## src/rtl/reg_load_arbiter.sv

```systemverilog
// Round-robin arbiter sharing the load port of a single register among N_REQ requesters.
// Each grant runs IDLE -> LOAD (reg_ld pulse) -> ACK (one-hot ack pulse) -> IDLE.
module reg_load_arbiter #(
    parameter int N_REQ  = 4,
    parameter int DATA_W = 3,
    parameter int ID_W   = 2
) (
    input  logic                      clk,
    input  logic                      rst,
    input  logic [N_REQ-1:0]          req,
    input  logic [N_REQ*DATA_W-1:0]   data,
    output logic [N_REQ-1:0]          ack,
    output logic                      reg_ld,
    output logic [DATA_W-1:0]         reg_in,
    output logic [ID_W-1:0]           grant_id,
    output logic                      busy,
    output logic [1:0]                dbg_state
);

    // Handshake: req[i] is a level held until ack[i] pulses for one cycle;
    // data[i] is sampled only at the IDLE edge where requester i wins.
    typedef enum logic [1:0] {
        S_IDLE = 2'd0,
        S_LOAD = 2'd1,
        S_ACK  = 2'd2
    } state_t;

    state_t                r_state;
    logic [ID_W-1:0]       r_ptr;
    logic [ID_W-1:0]       r_grant_id;
    logic [DATA_W-1:0]     r_reg_in;
    logic                  r_reg_ld;
    logic [N_REQ-1:0]      r_ack;
    logic                  r_busy;

    logic                  w_found;
    logic [ID_W-1:0]       w_win;
    logic [DATA_W-1:0]     w_win_data;
    logic [N_REQ-1:0]      w_ack_onehot;
    logic [ID_W-1:0]       w_ptr_next;

    // Two descending passes: indices below ptr first, then indices at/above ptr
    // override, so the final winner is the first pending index from ptr upward.
    always_comb begin
        w_found    = 1'b0;
        w_win      = '0;
        w_win_data = '0;
        for (int i = N_REQ - 1; i >= 0; i--) begin
            if (req[i] && (i < int'(r_ptr))) begin
                w_found    = 1'b1;
                w_win      = ID_W'(i);
                w_win_data = data[i*DATA_W +: DATA_W];
            end
        end
        for (int i = N_REQ - 1; i >= 0; i--) begin
            if (req[i] && (i >= int'(r_ptr))) begin
                w_found    = 1'b1;
                w_win      = ID_W'(i);
                w_win_data = data[i*DATA_W +: DATA_W];
            end
        end
    end

    always_comb begin
        w_ack_onehot = '0;
        for (int i = 0; i < N_REQ; i++) begin
            w_ack_onehot[i] = (r_grant_id == ID_W'(i));
        end
    end

    assign w_ptr_next = (r_grant_id == ID_W'(N_REQ - 1)) ? '0 : r_grant_id + ID_W'(1);

    // Outputs are registered alongside the state so they line up with it exactly.
    always_ff @(posedge clk or negedge rst) begin
        if (!rst) begin
            r_state    <= S_IDLE;
            r_ptr      <= '0;
            r_grant_id <= '0;
            r_reg_in   <= '0;
            r_reg_ld   <= 1'b0;
            r_ack      <= '0;
            r_busy     <= 1'b0;
        end else begin
            case (r_state)
                S_IDLE: begin
                    r_ack <= '0;
                    if (w_found) begin
                        r_reg_in   <= w_win_data;
                        r_grant_id <= w_win;
                        r_reg_ld   <= 1'b1;
                        r_busy     <= 1'b1;
                        r_state    <= S_LOAD;
                    end
                end
                S_LOAD: begin
                    r_reg_ld <= 1'b0;
                    r_ack    <= w_ack_onehot;
                    r_state  <= S_ACK;
                end
                S_ACK: begin
                    r_ack   <= '0;
                    r_busy  <= 1'b0;
                    r_ptr   <= w_ptr_next;
                    r_state <= S_IDLE;
                end
                default: begin
                    r_reg_ld <= 1'b0;
                    r_ack    <= '0;
                    r_busy   <= 1'b0;
                    r_state  <= S_IDLE;
                end
            endcase
        end
    end

    assign ack       = r_ack;
    assign reg_ld    = r_reg_ld;
    assign reg_in    = r_reg_in;
    assign grant_id  = r_grant_id;
    assign busy      = r_busy;
    assign dbg_state = r_state;

endmodule
```

## config.mk

```make
export PLATFORM = sky130hd
export DESIGN_NAME = reg_load_arbiter
export DESIGN_NICKNAME = d
export VERILOG_FILES = /design/src/rtl/reg_load_arbiter.sv
export SDC_FILE = /design/constraint.sdc
export NUM_CORES = 1
export LEC_CHECK = 0
export ABC_AREA = 0
export CAP_MARGIN = 20
export CORE_MARGIN = 2
export CORE_UTILIZATION = 47
export CTS_BUF_LIST = sky130_fd_sc_hd__clkbuf_2
export CTS_CLUSTER_DIAMETER = 30
export DETAILED_ROUTE_END_ITERATION = 6
export HOLD_SLACK_MARGIN = 0.12
export PLACE_DENSITY = 0.8
export SLEW_MARGIN = 15
export SYNTH_ARGS = -nofsm -noshare
export SYNTH_HDL_FRONTEND = slang
export SYNTH_SLANG_ARGS = --single-unit
export TNS_END_PERCENT = 20
```

## constraint.sdc

```tcl
create_clock -name clk -period 1.8 [get_ports clk]
set_input_delay 0.27 -clock clk [delete_from_list [all_inputs] [get_ports clk]]
set_output_delay 0.27 -clock clk [all_outputs]
set_load 0.01 [all_outputs]
```

; ---- Yosys cells after proc, flatten, opt, wreduce, memory -nomap -nowiden
; Index checks and enable logic that the tools add are counted.
[word_totals]
ff_bits = 15
latch_bits = 0
mem_bits_rw = 0
romBits = 0
inputBits = 18
output_inout_bits = 13
word_cells = 61
mem_count = 0
[op_classes]
add_sub_neg = 1
n_mul = 0
n_div = 0
magnitude_cmp = 6
n_eq_ne = 6
shift = 0
muxes = 28
n_bitwise = 2
n_reduce_logical = 11
[op_table]
columns = operator, count
row1 = 3-bit 2-to-1 mux, 7
row2 = 2-bit 2-to-1 mux, 9
row3 = 1-bit 2-to-1 mux, 8
row4 = "2-bit == test, second input constant", 3
row5 = 1-bit logical AND, 6
row6 = 2-bit AND reduction, 3
row7 = "2-bit by 1-bit == test with 1-bit output, second input constant", 2
row8 = "1-bit by 2-bit greater-or-equal comparator with 1-bit output, first input constant", 2
row9 = 2-bit zero test, 2
row10 = "1-bit by 2-bit less-than comparator with 1-bit output, first input constant", 2
row11 = 4-bit 2-to-1 mux, 1
row12 = 1-bit one-hot mux with 2 select lines, 2
row13 = 2-bit one-hot mux with 2 select lines, 1
row14 = "2-bit by 1-bit adder with 2-bit output, second input constant", 1
row15 = "2-bit greater-or-equal comparator, first input constant", 1
row16 = "2-bit less-than comparator, first input constant", 1
row17 = "2-bit != test, second input constant", 1
row18 = 1-bit NOT, 2

; ---- Depth between registers and ports, before layout
; Gate-level depths: netlist of run 1.
[logic_depth]
word_depth = 11
depth_mapped = 7

; ---- Worst setup path before layout of run 1
; Ideal clock, no wire load.
[synth_path]
path_kind = reg2reg
startpoint = reg r_ptr[0]
endpoint = reg r_reg_in[0] (netlist: reg_in[0])
t_arrival_ns = 1.271
required_ns = 1.706
slack_ns = 0.435
path_stages_with_launch = 7
path_buffers = 1
synth_period_minus_slack_ns = 1.365
path_cell_list = dfrtp_1 buf_2 nand2_1 and2_1 nor2b_1 a221oi_2 a221oi_2
[synth_between]
elab_chain_cells = 10
word_cells_on_any_way = 27
[synth_rtl]
columns = item, line_no
row1 = from (decl), 29  ; logic [ID_W-1:0] r_ptr;
row2 = from (signal assigned), 103  ; r_ptr <= w_ptr_next;
row3 = 2-bit less-than comparator, 49  ; if (req[i] && (i < int'(r_ptr))) begin
row4 = 1-bit logical AND, 49
row5 = 1-bit 2-to-1 mux (3 in a row), 49
row6 = 1-bit 2-to-1 mux (4 in a row), 56  ; if (req[i] && (i >= int'(r_ptr))) begin
row7 = 2-bit AND reduction (no source line), --
row8 = to (signal assigned), 88  ; r_reg_in <= w_win_data;
row9 = to (decl), 31  ; logic [DATA_W-1:0] r_reg_in;
; Parallel ways exist; a longest one is shown, timed or not.
; A chain may end at the register's enable or synchronous reset.

; ---- Worst setup path in the final report of run 1
[layout_path]
startpoint = reg r_ptr[0]
endpoint = reg r_reg_in[1] (netlist: reg_in[1])
; Same word-level chain as after synthesis.

==> out/metrics.cfg, run 1 <==
[outcome]
status=finished, final reports clean

[setup_path]
cp_num_buf_inv=0
cp-start-kind=flip-flop
worst_r2r_endpoint=reg_in[1]$_DFFE_PN0P_
max_stage_delay_ps=520
r2r_start=r_ptr[0]$_DFFE_PN0N_
crit_slowest_cell=dfrtp_1
worstPathRequired_ps=2010
path_delay_family=simple AND/OR/NAND/NOR gates
path_max_fanout=10
ff2ff_setup_slack_ps=220
cpMostUsedCell=a221oi_2
cp-end-kind=flip-flop
path_cells=nand2_1 > and2_1 > nor2b_1 > a221oi_2 > a221oi_2
arrival_ps=1780
crit_type=reg2reg
r2r_cells=5

[layout]
synthToLayoutAreaGrowth_pct=40.1
fillers=158
seq_area_um2=375
drive_gt1_share_pct=18.7
final_nets=173
diodes=0
fin_cells=177
multiInputGateArea_um2=532

[die]
start_util_pct=50.3
dieArea_um2=2480
io_pins=31
die_x_um=49.8
die_h_um=49.8
row_count=16
core_um2=1960

[global_route]
grtUsageTotal_pct=22.3
antenna_found_initial=0
grt.overflow.total=0
grt_pass1_vias=934
grt_pass1_wl_mm=4.17
grt_start_max_net_pins=16

[drt]
drc=0
top_layer_used=met4
dr.pass1.iters=4
dr_wl_met3_um=94
drt_wl_total_mm=2.45
viasPerCell=5.41
vias=957
final_antenna_net_count=0
wl_met1_mm=1.12
route.met2.wl_mm=1.20
drt_iter0_markers=21
wire_per_inst_um=13.8

[clock_tree]
cts_setup_buffers=0
clkTransAtPathRegs_ps=160
numCtsBuffers=3
cts_max_level=1
cts_sinks=15
clock_path_buffers=2
cts_tree=built
insertion_delay_ps=280
cts_hold_buffers=0
clockRootBuffer=clkbuf_2
cts-resized-gates=0

[sta]
relSlewSlack_pct=55.3
skew_ps=11.7
fmax_ghz=0.634
tightest_slew_ps=668
hold_viol=0
fin_crit_sh_pct=87.7
finalMaxSlewViolations=0
rsz0062_at_grt=false
min_period_ps=1580
setup-violations-final=0

[yosys]
ys_types=35
synth_most_common_cell=dfrtp_1
synth-edff-count=0
syn_nets=133
synthFlopType=dfrtp_1
synth_area_leader_cell=dfrtp_1
ys_warn_count=0
ys_seq_area_share_pct=38.0
yosys-top-cells-area=dfrtp_1 (38%), a221oi_2 (6.1%), o21ai_0 (5.6%)
syn_area_um2=987
synthTopCellsByCount=dfrtp_1 (15), o21ai_0 (11), a21oi_1 (10), nor2_1 (6)
synthDominantCellAreaShare_pct=38.0
postSynthAreaPerCell_um2=8.89
ys_ff_latch=15
async_reset_ff_share_pct=100
synth_cells=111

[power]
total_power_uw=1890
power_leakage_uw=0.000595
powerDensity_nw_per_um2=1370
ir_drop_uv=1030

[place]
gp_congestion=0.878
dp_cells=173
dp_hpwl_mm=2.00
numPortBuffers=30

[flow_run]
max_cap_violations=0

[min_path]
holdCritPathClass=in2async

-- metrics by stage --
stage	TNS, ps	area, µm²	utilization [%]	worst slack (ps)	hold WS [ps]
after floorplan	0	987	-	435	-25.6
after global placement	0	1360	69.5	17.8	505
after detailed placement	-101	1360	69.5	-55.2	506
after CTS	0	1380	70.5	220	401
after global routing	0	1380	70.5	104	423
final	0	1380	70.5	222	372
-- worst max-delay path by stage --
| stage | from | endpoint | slack, ps | cells past startpoint |
|---|---|---|---|---|
| 2_1_floorplan | r_ptr[0]$_DFFE_PN0N_ | reg_in[0]$_DFFE_PN0P_ | 440 | 6 |
| 3_3_place_gp | req[2] | reg_in[0]$_DFFE_PN0P_ | 20 | 7 |
| 3_5_place_dp | req[2] | reg_in[1]$_DFFE_PN0P_ | -60 | 6 |
| 4_1_cts | grant_id[0]$_DFFE_PN0P_ | grant_id[0] | 220 | 1 |
| 5_1_grt | r_ptr[0]$_DFFE_PN0N_ | grant_id[1]$_DFFE_PN0P_ | 100 | 5 |
| 6_report | r_ptr[0]$_DFFE_PN0N_ | reg_in[1]$_DFFE_PN0P_ | 220 | 5 |
-- cells in the final DEF, fill, tap and decap left out --
master	synthesis	final
and3_1	1	1
o22ai_1	2	2
nand2b_1	5	5
nor3_1	2	2
a221oi_1	1	1
o22a_1	1	1
a311o_2	1	1
or2_1	1	1
nor3b_1	1	1
ha_1	4	4
and2_1	5	5
o21ai_1	2	2
nor2_2	3	3
a21oi_1	10	10
clkbuf_2	0	4
o31ai_1	1	1
inv_2	2	2
nor2_1	6	6
nand2_1	5	5
inv_1	5	5
o21ai_0	11	11
nor2b_1	5	5
or3_1	1	1
o211ai_1	1	1
buf_4	3	12
a311oi_1	1	1
mux2_2	1	1
clkinv_2	1	1
and4b_1	1	1
nand3_1	3	3
o32ai_1	1	1
a31oi_1	1	1
dfrtp_1	15	15
a221oi_2	4	4
clkdlybuf4s50_1	0	30
-- registers in the layout, summed over array words and instances, names as in the netlist --
register / cells
reg_ld: 1
ack: 4
reg_in: 3
r_ptr: 2
busy: 1
dbg_state: 2
grant_id: 2
-- logic make-up after synthesis --
family	share of synthesized area (%)
AOI/OAI and AO/OA	25.9
adders and majority gates	5.07
buffers and inverters	8.11
DFF	38.0
muxes	1.14
and+or+nand+nor	21.8
-- power by group --
part	internal [µW]	leakage [µW]	switching (µW)
sequential	483	0.000184	139
clock	58.9	0.0000166	108
combinational	586	0.000394	515
-- metal layers --
metal,global-route usage [%],vias to the layer above
met2,35.1,28
li1,-,470
met1,30.4,455
met3,4.24,4
met5,0,-
met4,8.33,0
-- area by class of cell --
type / instances / share of cell area (%)
clock buffers: 4 / 1.45
inverters: 8 / 2.26
multi-input cells: 81 / 38.5
flip-flops and latches: 15 / 27.1
well taps: 27 / 2.44
repair buffers: 42 / 28.2
No activity file was read; power rests on OpenSTA's default activity.
==> run 2, diff against run 1 <==
- clock period: 1.8 -> 1.7 ns (I/O delays scaled with it)
==> out/metrics.cfg, run 2 (synthesized netlist as in run 1, its figures left out) <==
[outcome]
status=finished, final reports clean

[place]
placed_area_um2=1400  ; +2.8%
dp_hpwl_mm=2.00  ; +0.16%
place_ws_ps=-126  ; -70.6 ps
gp_congestion=0.874  ; -0.44%
numPortBuffers=30  ; unchanged

[drt]
dr.pass1.iters=4  ; unchanged
drt_wl_total_mm=2.49  ; +1.6%
viasPerCell=5.38  ; -0.41%
drc=0  ; unchanged
wire_per_inst_um=13.7  ; -1.2%
drt_iter0_markers=16  ; -24%
vias=980  ; +2.4%
final_antenna_net_count=0  ; unchanged

[power]
ir_drop_uv=1250  ; +22%
powerDensity_nw_per_um2=1440  ; +5.3%
power_leakage_uw=0.000617  ; +3.8%

[sta]
setup-violations-final=0  ; unchanged
hold_viol=0  ; unchanged
tightest_slew_ps=308  ; -360 ps
setup_slack_ps=154  ; -68.4 ps
timing.hold.ws_ps=247  ; -125 ps
min_period_ps=1550
finalMaxSlewViolations=0  ; unchanged
fin_crit_sh_pct=91.0
rsz0062_at_grt=false
skew_ps=8.28  ; -3.45 ps
relSlewSlack_pct=79.5  ; +24 points
fmax_ghz=0.647

[setup_path]
cp-end-kind=output port
path_cells=clkdlybuf4s50_1
path_delay_family=buffers and inverters
worstPathRequired_ps=1440  ; -570 ps
max_stage_delay_ps=560  ; +40 ps
crit_type=reg2out
arrival_ps=1290  ; -490 ps
crit_slowest_cell=clkdlybuf4s50_1
cp_num_buf_inv=1  ; +1
path_max_fanout=5  ; -5
cp-start-kind=flip-flop

[clock_tree]
cts_tree=built
insertion_delay_ps=290  ; about the same
cts_sinks=15  ; unchanged
cts_max_level=1  ; unchanged
clkTransAtPathRegs_ps=150  ; about the same
clock_path_buffers=2  ; unchanged
clockRootBuffer=clkbuf_2
numCtsBuffers=3  ; unchanged

[die]
io_pins=31  ; unchanged
die_x_um=49.8  ; unchanged
row_count=16  ; unchanged
start_util_pct=50.3  ; unchanged
dieArea_um2=2480  ; unchanged
die_h_um=49.8  ; unchanged
core_um2=1960  ; unchanged

[global_route]
antenna_found_initial=0  ; unchanged
grt.overflow.total=0  ; unchanged
grt_pass1_vias=942  ; +0.86%
grt_start_max_net_pins=16  ; unchanged
grtUsageTotal_pct=21.8  ; -0.58 points
grt_pass1_wl_mm=4.17  ; -0.17%

[min_path]
holdCritPathClass=in2async

[layout]
final_common_cell=clkdlybuf4s50_1
largest_register_ffs=4  ; unchanged
diodes=0  ; unchanged
fillers=171  ; +8.2%
final_cell_mix=clkdlybuf4s50_1 (30), buf_4 (17), dfrtp_1 (14)
synthToLayoutAreaGrowth_pct=44.0
seq_area_um2=377  ; +0.33%
final_nets=178  ; +2.9%
final_area_um2=1420  ; +2.8%
multiInputGateArea_um2=532  ; unchanged
drive_gt1_share_pct=21.9  ; +3.3 points

[flow_run]
max_cap_violations=0  ; unchanged

==> run 2: power breakdown <==
group | total, µW | switching [µW] | internal, µW
registers | 664 | 150 | 514
clock network | 171 | 117 | 53.2
logic | 1210 | 563 | 650
total | 2050 | 830 | 1220
==> run 2: area by class of cell <==
type                    instances  area share (%)
clock buffers                   3            1.06
clock inverters                 1           0.352
inverters                       8            2.20
multi-input cells              81            37.4
flip-flops and latches         15            26.5
well taps                      27            2.38
repair buffers                 47            30.1
==> run 2: timing repair <==
| action | 4_1_cts | 5_1_grt |
|---|---|---|
| resized for setup | 0 | 1 |
| hold buffers | 0 | 0 |
| buffers inserted | 0 | 0 |
| endpoints found under the setup margin | 0 | 1 |
==> run 2: worst paths after layout <==
kind | end | cells past startpoint | slack (ps) | from
setup / recovery | dbg_state[1] | 1 | 150 | dbg_state[1]$_DFFE_PN0P_
hold / removal | ack[1]$_DFF_PN0_ | 2 | 250 | rst
setup reg to reg | reg_in[0]$_DFFE_PN0P_ | 5 | 210 | r_ptr[0]$_DFFE_PN0N_
hold reg to reg | reg_ld$_DFFE_PN0P_ | 2 | 530 | reg_ld$_DFFE_PN0P_
max in group asynchronous | r_ptr[0]$_DFFE_PN0N_ | 2 | 1270 | rst
min in group clk | reg_ld$_DFFE_PN0P_ | 2 | 530 | reg_ld$_DFFE_PN0P_
==> run 2: stage by stage <==
step                instances  setup TNS [ps]  power (µW)  util [%]
floorplan                 111               0        1340         -
global placement          178            -204        1830      71.4
detailed placement        178            -320        1880      71.4
CTS                       182               0        2050      72.4
global route              182               0        2210      72.4
finish                    182               0        2050      72.4
==> run 2: per-layer routing <==
layer  track usage [%]  wire (µm)  vias to the layer above  share of wire (%)
met1              28.7       1120                      472                 45
li1                  -          -                      486                  -
met5                 0          0                        -                  0
met4              6.94         28                        0                1.1
met2              35.1       1250                       18                 50
met3              5.15         86                        4                3.5
